**src/rtl/rca_lsq_row_arbiter_if.sv**
```systemverilog
// rca_lsq_row_arbiter_if: memory request/response bundle between the LSQ row arbiter and memory.
// Ports: mem_req_valid/mem_req_ready handshake, mem_addr/mem_data/mem_fn3/mem_load/mem_store request
// fields, mem_rdata_valid/mem_rdata load response. master = arbiter side, slave = memory side.
interface rca_lsq_row_arbiter_if #(
    parameter int XLEN = 32
);
    logic            mem_req_valid;
    logic            mem_req_ready;
    logic [XLEN-1:0] mem_addr;
    logic [XLEN-1:0] mem_data;
    logic [2:0]      mem_fn3;
    logic            mem_load;
    logic            mem_store;
    logic            mem_rdata_valid;
    logic [XLEN-1:0] mem_rdata;
    modport master (
        output mem_req_valid, mem_addr, mem_data, mem_fn3, mem_load, mem_store,
        input  mem_req_ready, mem_rdata_valid, mem_rdata
    );
    modport slave (
        input  mem_req_valid, mem_addr, mem_data, mem_fn3, mem_load, mem_store,
        output mem_req_ready, mem_rdata_valid, mem_rdata
    );
endinterface

```
**src/rtl/rca_lsq_row_arbiter.sv**
```systemverilog
// rca_lsq_row_arbiter: round-robin arbiter merging per-row load/store slots into one memory port.
// Ports: clk; rst (asynchronous, active-low); flush discards all requests and marks queued tags stale;
// row_* per-row request capture with row_busy back-pressure; mem (master modport) request FIFO head
// and load response; load_data/load_complete registered load return, pulse indexed by row.
// Optional: define RCA_LSQ_ARB_STATS_EN to add saturating stat_grants and stat_stall_cycles outputs.
module rca_lsq_row_arbiter #(
    parameter int NUM_ROWS   = 3,
    parameter int XLEN       = 32,
    parameter int FIFO_DEPTH = 4
) (
    input  logic                           clk,
    input  logic                           rst,
    input  logic                           flush,
    input  logic [NUM_ROWS-1:0]            row_new_request,
    input  logic [NUM_ROWS-1:0]            row_load,
    input  logic [NUM_ROWS-1:0]            row_store,
    input  logic [NUM_ROWS-1:0][XLEN-1:0]  row_addr,
    input  logic [NUM_ROWS-1:0][XLEN-1:0]  row_data,
    input  logic [NUM_ROWS-1:0][2:0]       row_fn3,
    output logic [NUM_ROWS-1:0]            row_busy,
    rca_lsq_row_arbiter_if.master          mem,
    output logic [XLEN-1:0]                load_data,
    output logic [NUM_ROWS-1:0]            load_complete
`ifdef RCA_LSQ_ARB_STATS_EN
    ,
    output logic [31:0]                    stat_grants,
    output logic [31:0]                    stat_stall_cycles
`endif
);
    localparam int RW = NUM_ROWS > 1 ? $clog2(NUM_ROWS) : 1;
    localparam int AW = $clog2(FIFO_DEPTH);

    logic [NUM_ROWS-1:0]           pending, p_load, capture, elig, grant;
    logic [NUM_ROWS-1:0][XLEN-1:0] p_addr, p_data;
    logic [NUM_ROWS-1:0][2:0]      p_fn3;
    logic [RW-1:0]                 rr_ptr, g_idx, cand;
    logic                          found, do_grant, g_load;

    logic [XLEN-1:0] f_addr [FIFO_DEPTH];
    logic [XLEN-1:0] f_data [FIFO_DEPTH];
    logic [2:0]      f_fn3  [FIFO_DEPTH];
    logic            f_load [FIFO_DEPTH];
    logic [RW-1:0]   f_row  [FIFO_DEPTH];
    logic [AW-1:0]   f_wr, f_rd;
    logic [AW:0]     f_cnt;
    logic            f_full, pop, can_push;

    logic [RW-1:0]         t_row [FIFO_DEPTH];
    logic [FIFO_DEPTH-1:0] t_stale;
    logic [AW-1:0]         t_wr, t_rd;
    logic [AW:0]           t_cnt, t_cnt_n, inflight;
    logic                  tag_push, rsp, load_ok;

    assign row_busy  = pending;
    assign capture   = row_new_request & (row_load ^ row_store) & ~pending;
    assign f_full    = f_cnt == (AW+1)'(FIFO_DEPTH);
    assign pop       = mem.mem_req_valid & mem.mem_req_ready;
    assign can_push  = ~f_full | pop;

    // Loads are admitted against a credit covering both FIFO-resident loads and issued tags,
    // so the tag queue can never overflow when a load later pops from the FIFO.
    assign load_ok   = inflight != (AW+1)'(FIFO_DEPTH);
    assign elig      = pending & (~p_load | {NUM_ROWS{load_ok}});

    assign mem.mem_req_valid = f_cnt != '0;
    assign mem.mem_addr      = f_addr[f_rd];
    assign mem.mem_data      = f_data[f_rd];
    assign mem.mem_fn3       = f_fn3[f_rd];
    assign mem.mem_load      = mem.mem_req_valid & f_load[f_rd];
    assign mem.mem_store     = mem.mem_req_valid & ~f_load[f_rd];

    assign tag_push = pop & f_load[f_rd];
    assign rsp      = mem.mem_rdata_valid & (t_cnt != '0);
    assign t_cnt_n  = t_cnt + (AW+1)'(tag_push) - (AW+1)'(rsp);

    always_comb begin
        found = 1'b0;
        g_idx = '0;
        cand  = '0;
        for (int i = 0; i < NUM_ROWS; i++) begin
            cand = RW'((int'(rr_ptr) + i) % NUM_ROWS);
            if (!found && elig[cand]) begin
                found = 1'b1;
                g_idx = cand;
            end
        end
    end

    assign do_grant = found & can_push & ~flush;
    assign g_load   = p_load[g_idx];
    assign grant    = do_grant ? NUM_ROWS'(1) << g_idx : '0;

    always_ff @(posedge clk or negedge rst) begin
        if (!rst) begin
            pending <= '0;
            p_load  <= '0;
            p_addr  <= '0;
            p_data  <= '0;
            p_fn3   <= '0;
            rr_ptr  <= '0;
        end else begin
            pending <= flush ? '0 : (pending & ~grant) | capture;
            for (int r = 0; r < NUM_ROWS; r++) begin
                if (capture[r]) begin
                    p_load[r] <= row_load[r];
                    p_addr[r] <= row_addr[r];
                    p_data[r] <= row_data[r];
                    p_fn3[r]  <= row_fn3[r];
                end
            end
            if (do_grant)
                rr_ptr <= g_idx == RW'(NUM_ROWS - 1) ? '0 : g_idx + 1'b1;
        end
    end

    always_ff @(posedge clk) begin
        if (do_grant) begin
            f_addr[f_wr] <= p_addr[g_idx];
            f_data[f_wr] <= p_data[g_idx];
            f_fn3[f_wr]  <= p_fn3[g_idx];
            f_load[f_wr] <= g_load;
            f_row[f_wr]  <= g_idx;
        end
        if (tag_push)
            t_row[t_wr] <= f_row[f_rd];
    end

    // A load accepted by memory on the flush edge still gets a (stale) tag: its response will arrive.
    always_ff @(posedge clk or negedge rst) begin
        if (!rst) begin
            f_wr     <= '0;
            f_rd     <= '0;
            f_cnt    <= '0;
            t_wr     <= '0;
            t_rd     <= '0;
            t_cnt    <= '0;
            t_stale  <= '0;
            inflight <= '0;
        end else begin
            f_wr     <= flush ? '0 : f_wr + AW'(do_grant);
            f_rd     <= flush ? '0 : f_rd + AW'(pop);
            f_cnt    <= flush ? '0 : f_cnt + (AW+1)'(do_grant) - (AW+1)'(pop);
            t_wr     <= t_wr + AW'(tag_push);
            t_rd     <= t_rd + AW'(rsp);
            t_cnt    <= t_cnt_n;
            inflight <= flush ? t_cnt_n : inflight + (AW+1)'(do_grant & g_load) - (AW+1)'(rsp);
            if (flush)
                t_stale <= '1;
            if (tag_push)
                t_stale[t_wr] <= flush;
        end
    end

    always_ff @(posedge clk or negedge rst) begin
        if (!rst) begin
            load_data     <= '0;
            load_complete <= '0;
        end else begin
            load_complete <= rsp & ~t_stale[t_rd] & ~flush ? NUM_ROWS'(1) << t_row[t_rd] : '0;
            load_data     <= rsp ? mem.mem_rdata : load_data;
        end
    end

`ifdef RCA_LSQ_ARB_STATS_EN
    always_ff @(posedge clk or negedge rst) begin
        if (!rst) begin
            stat_grants       <= '0;
            stat_stall_cycles <= '0;
        end else begin
            stat_grants       <= stat_grants + 32'(do_grant & ~&stat_grants);
            stat_stall_cycles <= stat_stall_cycles +
                                 32'(mem.mem_req_valid & ~mem.mem_req_ready & ~&stat_stall_cycles);
        end
    end
`endif
endmodule

```
**src/flat_wrapper.sv**
```systemverilog
// flat-port wrapper written by rule: the top's interface ports become plain ports
module rca_lsq_row_arbiter_flat 
#(
    parameter int NUM_ROWS   = 3,
    parameter int XLEN       = 32,
    parameter int FIFO_DEPTH = 4
)
  (clk, rst, flush, row_new_request, row_load, row_store, row_addr, row_data, row_fn3, row_busy, load_data, load_complete, mem_mem_req_valid, mem_mem_addr, mem_mem_data, mem_mem_fn3, mem_mem_load, mem_mem_store, mem_mem_req_ready, mem_mem_rdata_valid, mem_mem_rdata);
  rca_lsq_row_arbiter_if #(.XLEN(XLEN)) mem_i ();
  input  logic clk;
  input  logic rst;
  input  logic flush;
  input  logic [NUM_ROWS-1:0] row_new_request;
  input  logic [NUM_ROWS-1:0] row_load;
  input  logic [NUM_ROWS-1:0] row_store;
  input  logic [NUM_ROWS-1:0][XLEN-1:0] row_addr;
  input  logic [NUM_ROWS-1:0][XLEN-1:0] row_data;
  input  logic [NUM_ROWS-1:0][2:0] row_fn3;
  output logic [NUM_ROWS-1:0] row_busy;
  output logic [XLEN-1:0] load_data;
  output logic [NUM_ROWS-1:0] load_complete;
  output wire logic [$bits(mem_i.mem_req_valid)-1:0] mem_mem_req_valid;
  output wire logic [$bits(mem_i.mem_addr)-1:0] mem_mem_addr;
  output wire logic [$bits(mem_i.mem_data)-1:0] mem_mem_data;
  output wire logic [$bits(mem_i.mem_fn3)-1:0] mem_mem_fn3;
  output wire logic [$bits(mem_i.mem_load)-1:0] mem_mem_load;
  output wire logic [$bits(mem_i.mem_store)-1:0] mem_mem_store;
  input wire logic [$bits(mem_i.mem_req_ready)-1:0] mem_mem_req_ready;
  input wire logic [$bits(mem_i.mem_rdata_valid)-1:0] mem_mem_rdata_valid;
  input wire logic [$bits(mem_i.mem_rdata)-1:0] mem_mem_rdata;
  assign mem_mem_req_valid = mem_i.mem_req_valid;
  assign mem_mem_addr = mem_i.mem_addr;
  assign mem_mem_data = mem_i.mem_data;
  assign mem_mem_fn3 = mem_i.mem_fn3;
  assign mem_mem_load = mem_i.mem_load;
  assign mem_mem_store = mem_i.mem_store;
  assign mem_i.mem_req_ready = mem_mem_req_ready;
  assign mem_i.mem_rdata_valid = mem_mem_rdata_valid;
  assign mem_i.mem_rdata = mem_mem_rdata;
  rca_lsq_row_arbiter #(.NUM_ROWS(NUM_ROWS), .XLEN(XLEN), .FIFO_DEPTH(FIFO_DEPTH)) u_core (.clk(clk), .rst(rst), .flush(flush), .row_new_request(row_new_request), .row_load(row_load), .row_store(row_store), .row_addr(row_addr), .row_data(row_data), .row_fn3(row_fn3), .row_busy(row_busy), .mem(mem_i), .load_data(load_data), .load_complete(load_complete));
endmodule
```
**config.mk**
```make
export PLATFORM = sky130hd
export DESIGN_NAME = rca_lsq_row_arbiter_flat
export DESIGN_NICKNAME = d
export VERILOG_FILES = /design/src/rtl/rca_lsq_row_arbiter_if.sv /design/src/rtl/rca_lsq_row_arbiter.sv /design/src/flat_wrapper.sv
export SDC_FILE = /design/constraint.sdc
export NUM_CORES = 1
export LEC_CHECK = 0
export BUFFER_PORTS_ARGS = -buffer_cell sky130_fd_sc_hd__buf_2
export CORE_ASPECT_RATIO = 0.5
export CORE_UTILIZATION = 55
export DETAILED_ROUTE_END_ITERATION = 10
export GPL_TIMING_DRIVEN = 0
export PLACE_DENSITY = 0.78
export SYNTH_ARGS = -nofsm -noshare
export SYNTH_HDL_FRONTEND = slang
export SYNTH_SLANG_ARGS = --single-unit
```
**constraint.sdc**
```tcl
create_clock -name clk -period 15.7 [get_ports clk]
set_input_delay 0.785 -clock clk [delete_from_list [all_inputs] [get_ports clk]]
set_output_delay 0.785 -clock clk [all_outputs]
set_load 0.1 [all_outputs]
```
==> impl_metrics.csv, run 1 <==
group,metric,value,unit
timing,slew_headroom,30.3,%
global_routing,grt_start_max_net_pins,106,
timing,max_freq,0.229,GHz
synth,yosys_most_used_dff,"edfxtp_1",
critical_path,crit_chain,"inv_1, ha_1, and3_1, a211oi_1, and4b_1, clkbuf_1, clkbuf_1, nor2b_1, a211oi_1, ha_1, fa_1, xnor2_1, xnor2_1, mux2_2",
critical_path,crit_buf_inv,3,
synth,synth-edff-count,288,
clock_tree,cts_tree,"done",
synth,netlist_area,0.0219,sq mm
drt,first_pass_iters,5,
timing,hold_slack,0.164,ns
drt,postRouteAntennaNets,0,
final_layout,layout.nets,1952,
global_routing,overflow,0,
pwr,peakVddDrop,105,uV
clock_tree,numCtsBuffers,47,
pwr,p_leak,10.8,nW
synth,synth-warning-count,0,
critical_path,crit_fanout,13,
clock_tree,cts_hold_buffers,0,
final_layout,syn2layout_area_growth,20.4,%
job,timing.max_cap.violations,0,
floorplanning,floorplan.rows,51,
timing,maxSlewViolCount,0,
drt,wl_per_cell,23.2,um
synth,synth_top_area_share,39.5,%
floorplanning,start_util,56.0,%
place,dpl.hpwl,37.0,mm
floorplanning,core_region_area,0.0391,sq mm
pwr,p_per_area,201,mW/mm^2
drt,initialDrtViolationCount,1105,
critical_path,crit_slowest_cell,"clkbuf_1",
global_routing,first_global_vias,13800,
synth,synthTopCellsByCount,"edfxtp_1 (288), dfrtp_1 (265), mux2_2 (205)",
synth,syn_area_per_cell,17.4,sq um
timing,worst_pin_slew,1.05,ns
drt,vias_per_cell,5.73,
timing,fin_crit,4.37,ns
critical_path,critPathLaunchType,"flop",
floorplanning,chipHeight,143,um
critical_path,max_stage_delay,0.64,ns
critical_path,crit_family,"buffers and inverters",
place,port_buffers,354,
clock_tree,clk_pin_slew_worst_paths,0.07,ns
critical_path,worstSetupPathType,"flop to flop",
drt,wirelength,52.8,mm
timing,rsz0062_at_grt,"false",
timing,fin_crit_sh,27.8,%
run_status,outcome,"finished clean",
synth,synth_seq_area_share,69.8,%
pwr,finalPower,5.30,mW
final_layout,drive_above_1_share,42.8,%
synth,synth_area_leaders,"edfxtp_1 (40%), dfrtp_1 (30%), mux2_2 (11%)",
drt,vias,13000,
clock_tree,cts.sinks,553,
timing,hold_viol_final,0,
clock_tree,htree_levels,2,
synth,yosysMostFrequentCell,"edfxtp_1",
timing,setup_violations,0,
floorplanning,dieArea,0.0406,sq mm
clock_tree,clock_path_buffers,3,
timing,setup-tns-final,0,ns
clock_tree,cts_setup_buffers,0,
critical_path,cp-end-kind,"flop",
place,gp_congestion,0.863,
synth,async_flop_share,47.9,%
synth,synth_top_cell_by_area,"edfxtp_1",
drt,drc_errors,0,
synth,synth_nets,1522,
critical_path,r2r_setup_slack,11.33,ns
global_routing,antenna_found_initial,13,
critical_path,cp_data_arrival_time,4.80,ns
global_routing,track_usage,25.8,%
critical_path,critPathRequiredTime,16.14,ns
timing,skew,0.00894,ns
synth,syn_inst,1260,
clock_tree,insertion_delay,0.56,ns
timing,worst_slack,11.33,ns
clock_tree,cts_root_buf,"clkbuf_16",
floorplanning,die-width,284,um
min_path,hp-class,"input port to asynchronous set/reset pin",
synth,ys_ff_latch,553,
floorplanning,io_pins,355,
place,post-place-ws,11.41,ns
clock_tree,post_cts_resize_count,0,
synth,synth.distinct_cells,43,
global_routing,grt_pass1_wl,79.1,mm
final cells by class:
class | instances | area (sq um)
Sequential cell | 553 | 15300
Timing Repair Buffer | 381 | 2160
Clock inverter | 25 | 290
Inverter | 21 | 78.8
Multi-Input combinational cell | 619 | 6290
Tap cell | 530 | 663
Antenna cell | 15 | 37.5
Buffer | 67 | 259
Fill cell | 2616 | 12700
Clock buffer | 62 | 1280
kinds of logic after synthesis:
| kind of cell | Yosys count | share of synthesized area (%) |
|---|---|---|
| AOI/OAI and AO/OA | 158 | 5.80 |
| DFF | 553 | 69.8 |
| xor gates and xnor gates | 13 | 0.520 |
| and+or+nand+nor | 152 | 3.15 |
| buffers and inverters | 88 | 1.54 |
| muxes | 280 | 18.2 |
| adders and majority gates | 16 | 1.01 |
sequential cells by signal, summed over array words and instances (netlist names), 8 cells and up:
name	flops
u_core.f_addr	128
u_core.f_data	128
u_core.p_addr	96
u_core.p_data	96
u_core.load_data	32
u_core.f_fn3	12
u_core.p_fn3	9
u_core.f_row	8
u_core.t_row	8
final timing paths:
check / to / from / depth (start not counted)
worst max-delay path: u_core.inflight[2]$_DFF_PN0_ / u_core.rr_ptr[0]$_DFFE_PN0P_ / 14
worst min-delay path: u_core.p_data[54]$_DFFE_PN0P_ / rst / 1
worst max register to register: u_core.inflight[2]$_DFF_PN0_ / u_core.rr_ptr[0]$_DFFE_PN0P_ / 14
worst min register to register: u_core.load_data[9]$_DFFE_PN0P_ / u_core.load_data[9]$_DFFE_PN0P_ / 2
max in group asynchronous: u_core.p_addr[19]$_DFFE_PN0P_ / rst / 3
min in group clk: u_core.load_data[28]$_DFFE_PN0P_ / mem_mem_rdata[28] / 3
worst register-to-register path, cell delays in order, from the launching register on:
cell      delay, ns
dfrtp_1        0.37
inv_1          0.05
ha_1           0.36
and3_1         0.25
a211oi_1       0.20
and4b_1        0.24
clkbuf_1       0.62
clkbuf_1       0.64
nor2b_1        0.27
a211oi_1       0.10
ha_1           0.21
fa_1           0.38
xnor2_1        0.15
xnor2_1        0.13
mux2_2         0.27
per-layer routing:
layer  global-route usage (%)  vias to the layer above  wire, um
met5                        0                        -         0
met4                     10.9                        0      1840
met3                     4.68                      119      2630
met2                     45.8                      449     28200
met1                     31.6                     6784     20200
li1                         -                     5669         -
through the flow:
stage          std cells  area (sq um)  util, %
3_3_place_gp        2144         24300     62.3
5_1_grt             2273         26300     67.4
3_5_place_dp        2171         24700     63.3
2_1_floorplan       1260         21900        -
6_report            2273         26300     67.4
4_1_cts             2258         26300     67.3
cells in the final DEF (no fill, tap or decap), types with 8 or more instances in the layout:
cell / synthesis / layout
a21o_1: 68 / 68
a22o_1: 67 / 67
buf_1: 11 / 11
buf_2: 6 / 359
buf_6: 0 / 18
clkbuf_1: 50 / 62
clkbuf_16: 0 / 49
clkinv_1: 0 / 8
clkinv_2: 0 / 10
dfrtp_1: 265 / 265
diode_2: 0 / 15
edfxtp_1: 288 / 288
ha_1: 12 / 12
inv_1: 20 / 20
mux2_2: 205 / 205
mux4_2: 73 / 73
nand2_1: 102 / 102
nor2_1: 15 / 15
xnor2_1: 10 / 10
where the power goes:
| group | switching (mW) | internal [mW] | total, mW |
|---|---|---|---|
| sequential | 0.137 | 1.92 | 2.05 |
| clock | 0.513 | 0.692 | 1.20 |
| combinational | 1.48 | 0.563 | 2.04 |
| total | 2.13 | 3.17 | 5.30 |
Note: power is estimated with default switching activity, not from simulation.
==> run 2, diff against run 1 <==
CORE_UTILIZATION = 51   (was 55)
PLACE_DENSITY = 0.76   (was 0.78)
clock period = 3.6 ns   (was 15.7 ns; I/O delays follow)
==> run 2 against run 1 <==
Total power increased to 4.4 times the previous value. Via count increased by 8.7%. Clock-buffer cell count decreased by 2. Sequential share of layout area decreased by 4.9 points. Wire length increased by 11%. Flip-flop and latch count unchanged. Non-clock buffer count increased by 230. Setup slack got worse by 11 ns. Utilization increased by 0.92 points. Global-route usage increased by 1.5 points. Final area increased by 9.3%. Critical endpoint is now mem_mem_data[25]. Largest power group is now combinational cells.
==> impl_metrics.csv, run 2 (synthesis results as in run 1) <==
group,metric,value,unit
critical_path,max_stage_delay,0.58,ns
final_layout,n_fill_cell,2652,
clock_tree,clock_path_buffers,3,
global_routing,grt_start_max_net_pins,115,
drt,wirelength,58.8,mm
critical_path,crit_family,"buffers and inverters",
timing,fin_crit,3.43,ns
floorplanning,chipHeight,148,um
critical_path,crit_buf_inv,4,
drt,vias_per_cell,5.56,
final_layout,drive_above_1_share,38.2,%
global_routing,track_usage,27.3,%
timing,fin_crit_sh,95.2,%
drt,initialDrtViolationCount,1107,
pwr,pwr-share-seq,38.5,%
global_routing,antenna_found_initial,8,
clock_tree,cts_root_buf,"clkbuf_16",
pwr,p_int,13.8,mW
critical_path,crit_slowest_cell,"mux4_2",
pwr,peakVddDrop,449,uV
place,port_buffers,354,
final_layout,fin_area,0.0288,sq mm
global_routing,grt_pass1_wl,88.9,mm
job,timing.max_cap.violations,0,
clock_tree,cts.sinks,553,
critical_path,worstSetupPathType,"flop to primary output",
drt,postRouteAntennaNets,0,
final_layout,final_cell_mix,"buf_2 (359), edfxtp_1 (288), dfrtp_1 (262)",
final_layout,top_regs,"u_core.f_addr: 128 flops, u_core.f_data: 128 flops",
pwr,power.share.clock,22.1,%
clock_tree,insertion_delay,0.59,ns
pwr,p_leak,11.8,nW
clock_tree,cts_tree,"done",
timing,max_freq,0.292,GHz
floorplanning,core_region_area,0.0421,sq mm
critical_path,crit_chain,"buf_1, buf_2, buf_2, mux4_2, buf_2",
place,gp_congestion,0.841,
pwr,finalPower,23.4,mW
clock_tree,numCtsBuffers,47,
floorplanning,die-width,295,um
clock_tree,clk_pin_slew_worst_paths,0.07,ns
pwr,power_frac_comb,39.4,%
critical_path,critPathRequiredTime,3.42,ns
drt,drc_errors,0,
global_routing,first_global_vias,15300,
critical_path,cp_common_cell,"buf_2",
pwr,p_sw_share,40.9,%
place,dpl.hpwl,36.4,mm
pwr,p_per_area,812,mW/mm^2
drt,top_layer,"met4",
timing,slew_headroom,33.4,%
place,dpl_cell_area,0.0248,sq mm
floorplanning,io_pins,355,
final_layout,mostFrequentLayoutCell,"buf_2",
drt,vias,14200,
final_layout,syn2layout_area_growth,31.6,%
critical_path,critPathLaunchType,"flop",
floorplanning,start_util,52.0,%
drt,wl_per_cell,23.1,um
pwr,p_switching,9.55,mW
critical_path,crit_fanout,10,
final_layout,layout.nets,2182,
floorplanning,floorplan.rows,53,
critical_path,cp_data_arrival_time,3.25,ns
floorplanning,dieArea,0.0438,sq mm
drt,wl_met3,2.86,mm
drt,wl_met2,31.0,mm
timing,worst_pin_slew,1.00,ns
drt,first_pass_iters,7,
timing,setup_violations,0,
timing,hold_viol_final,0,
global_routing,overflow,0,
clock_tree,htree_levels,2,
timing,skew,0.0256,ns
drt,met1Wirelength,21.9,mm
min_path,hp-class,"input port to flop",
timing,maxSlewViolCount,0,
timing,rsz0062_at_grt,"false",
run_status,outcome,"finished clean",
critical_path,cp-end-kind,"primary output",
run 2: cell count changes in the layout (fill, tap and decap cells not counted), sizes merged:
cell         delta
clkbuf          -4
dlygate4sd3   +239
diode           -6
inv             +1
clkinv          +5
buf             -7
bufinv          -3
run 2: stage by stage:
stage	setup TNS (ns)	hold slack, ns	util, %	cells	worst slack [ns]
after floorplan	-12.45	-0.116	-	1260	-0.0890
after global placement	-1049.03	0.371	58.0	2191	-3.70
after detailed placement	-1.28	0.110	58.9	2207	-0.626
after CTS	0	0.0539	68.3	2534	0.00335
after global routing	0	0.0513	68.4	2544	0.0179
final	0	0.0176	68.4	2545	0.173
run 2: repair_timing:
action / 4_1_cts / 5_1_grt
setup buffers: 1 / 2
gates resized for setup: 3 / 4
hold endpoints to repair: 313 / 0
setup endpoints to repair: 12 / 9
pin swaps: 1 / 1
hold buffers: 239 / 0
run 2: worst min-delay path, cell delays in order:
cell and delay [ns]:
buf_2 0.10, o31ai_2 0.14, nand2_1 0.09, nand2_1 0.05
run 2: path summary, 6_finish.rpt:
path	startpoint	endpoint	slack, ns	cells after the start
max in group asynchronous	rst	u_core.p_addr[20]$_DFFE_PN0P_	2.04	4
worst min-delay path	mem_mem_rdata_valid	u_core.load_data[31]$_DFFE_PN0P_	0.02	4
worst min register to register	u_core.load_data[22]$_DFFE_PN0P_	u_core.load_data[22]$_DFFE_PN0P_	0.47	2
worst max-delay path	u_core.f_rd[0]$_DFF_PN0_	mem_mem_data[25]	0.17	5
worst max register to register	u_core.inflight[1]$_DFF_PN0_	u_core.inflight[2]$_DFF_PN0_	0.21	11
min in group asynchronous	rst	u_core.p_data[54]$_DFFE_PN0P_	0.10	2
run 2: power groups by stage:
stage	registers (mW)	logic (mW)	clock network [mW]
floorplan	9.80	6.12	0
global placement	9.02	8.64	0
detailed placement	9.05	8.91	0
CTS	8.93	9.17	5.16
global route	9.11	9.62	5.47
finish	9.00	9.20	5.17
run 2: layout make-up:
class                           count  area (sq um)  share of cell area [%]
Sequential cell                   553         15300                    53.1
Multi-Input combinational cell    619          6330                    22.0
Timing Repair Buffer              612          4560                    15.8
Clock buffer                       60          1280                    4.43
Tap cell                          577           722                    2.51
Buffer                             66           259                   0.900
Clock inverter                     28           250                   0.869
Inverter                           21          78.8                   0.274
Antenna cell                        9          22.5                  0.0782
run 2: per-layer routing:
metal	global-route usage, %	vias up
met2	47.5	519
met1	32.8	7315
met5	0	-
met3	4.92	195
li1	-	6130
met4	14.5	0
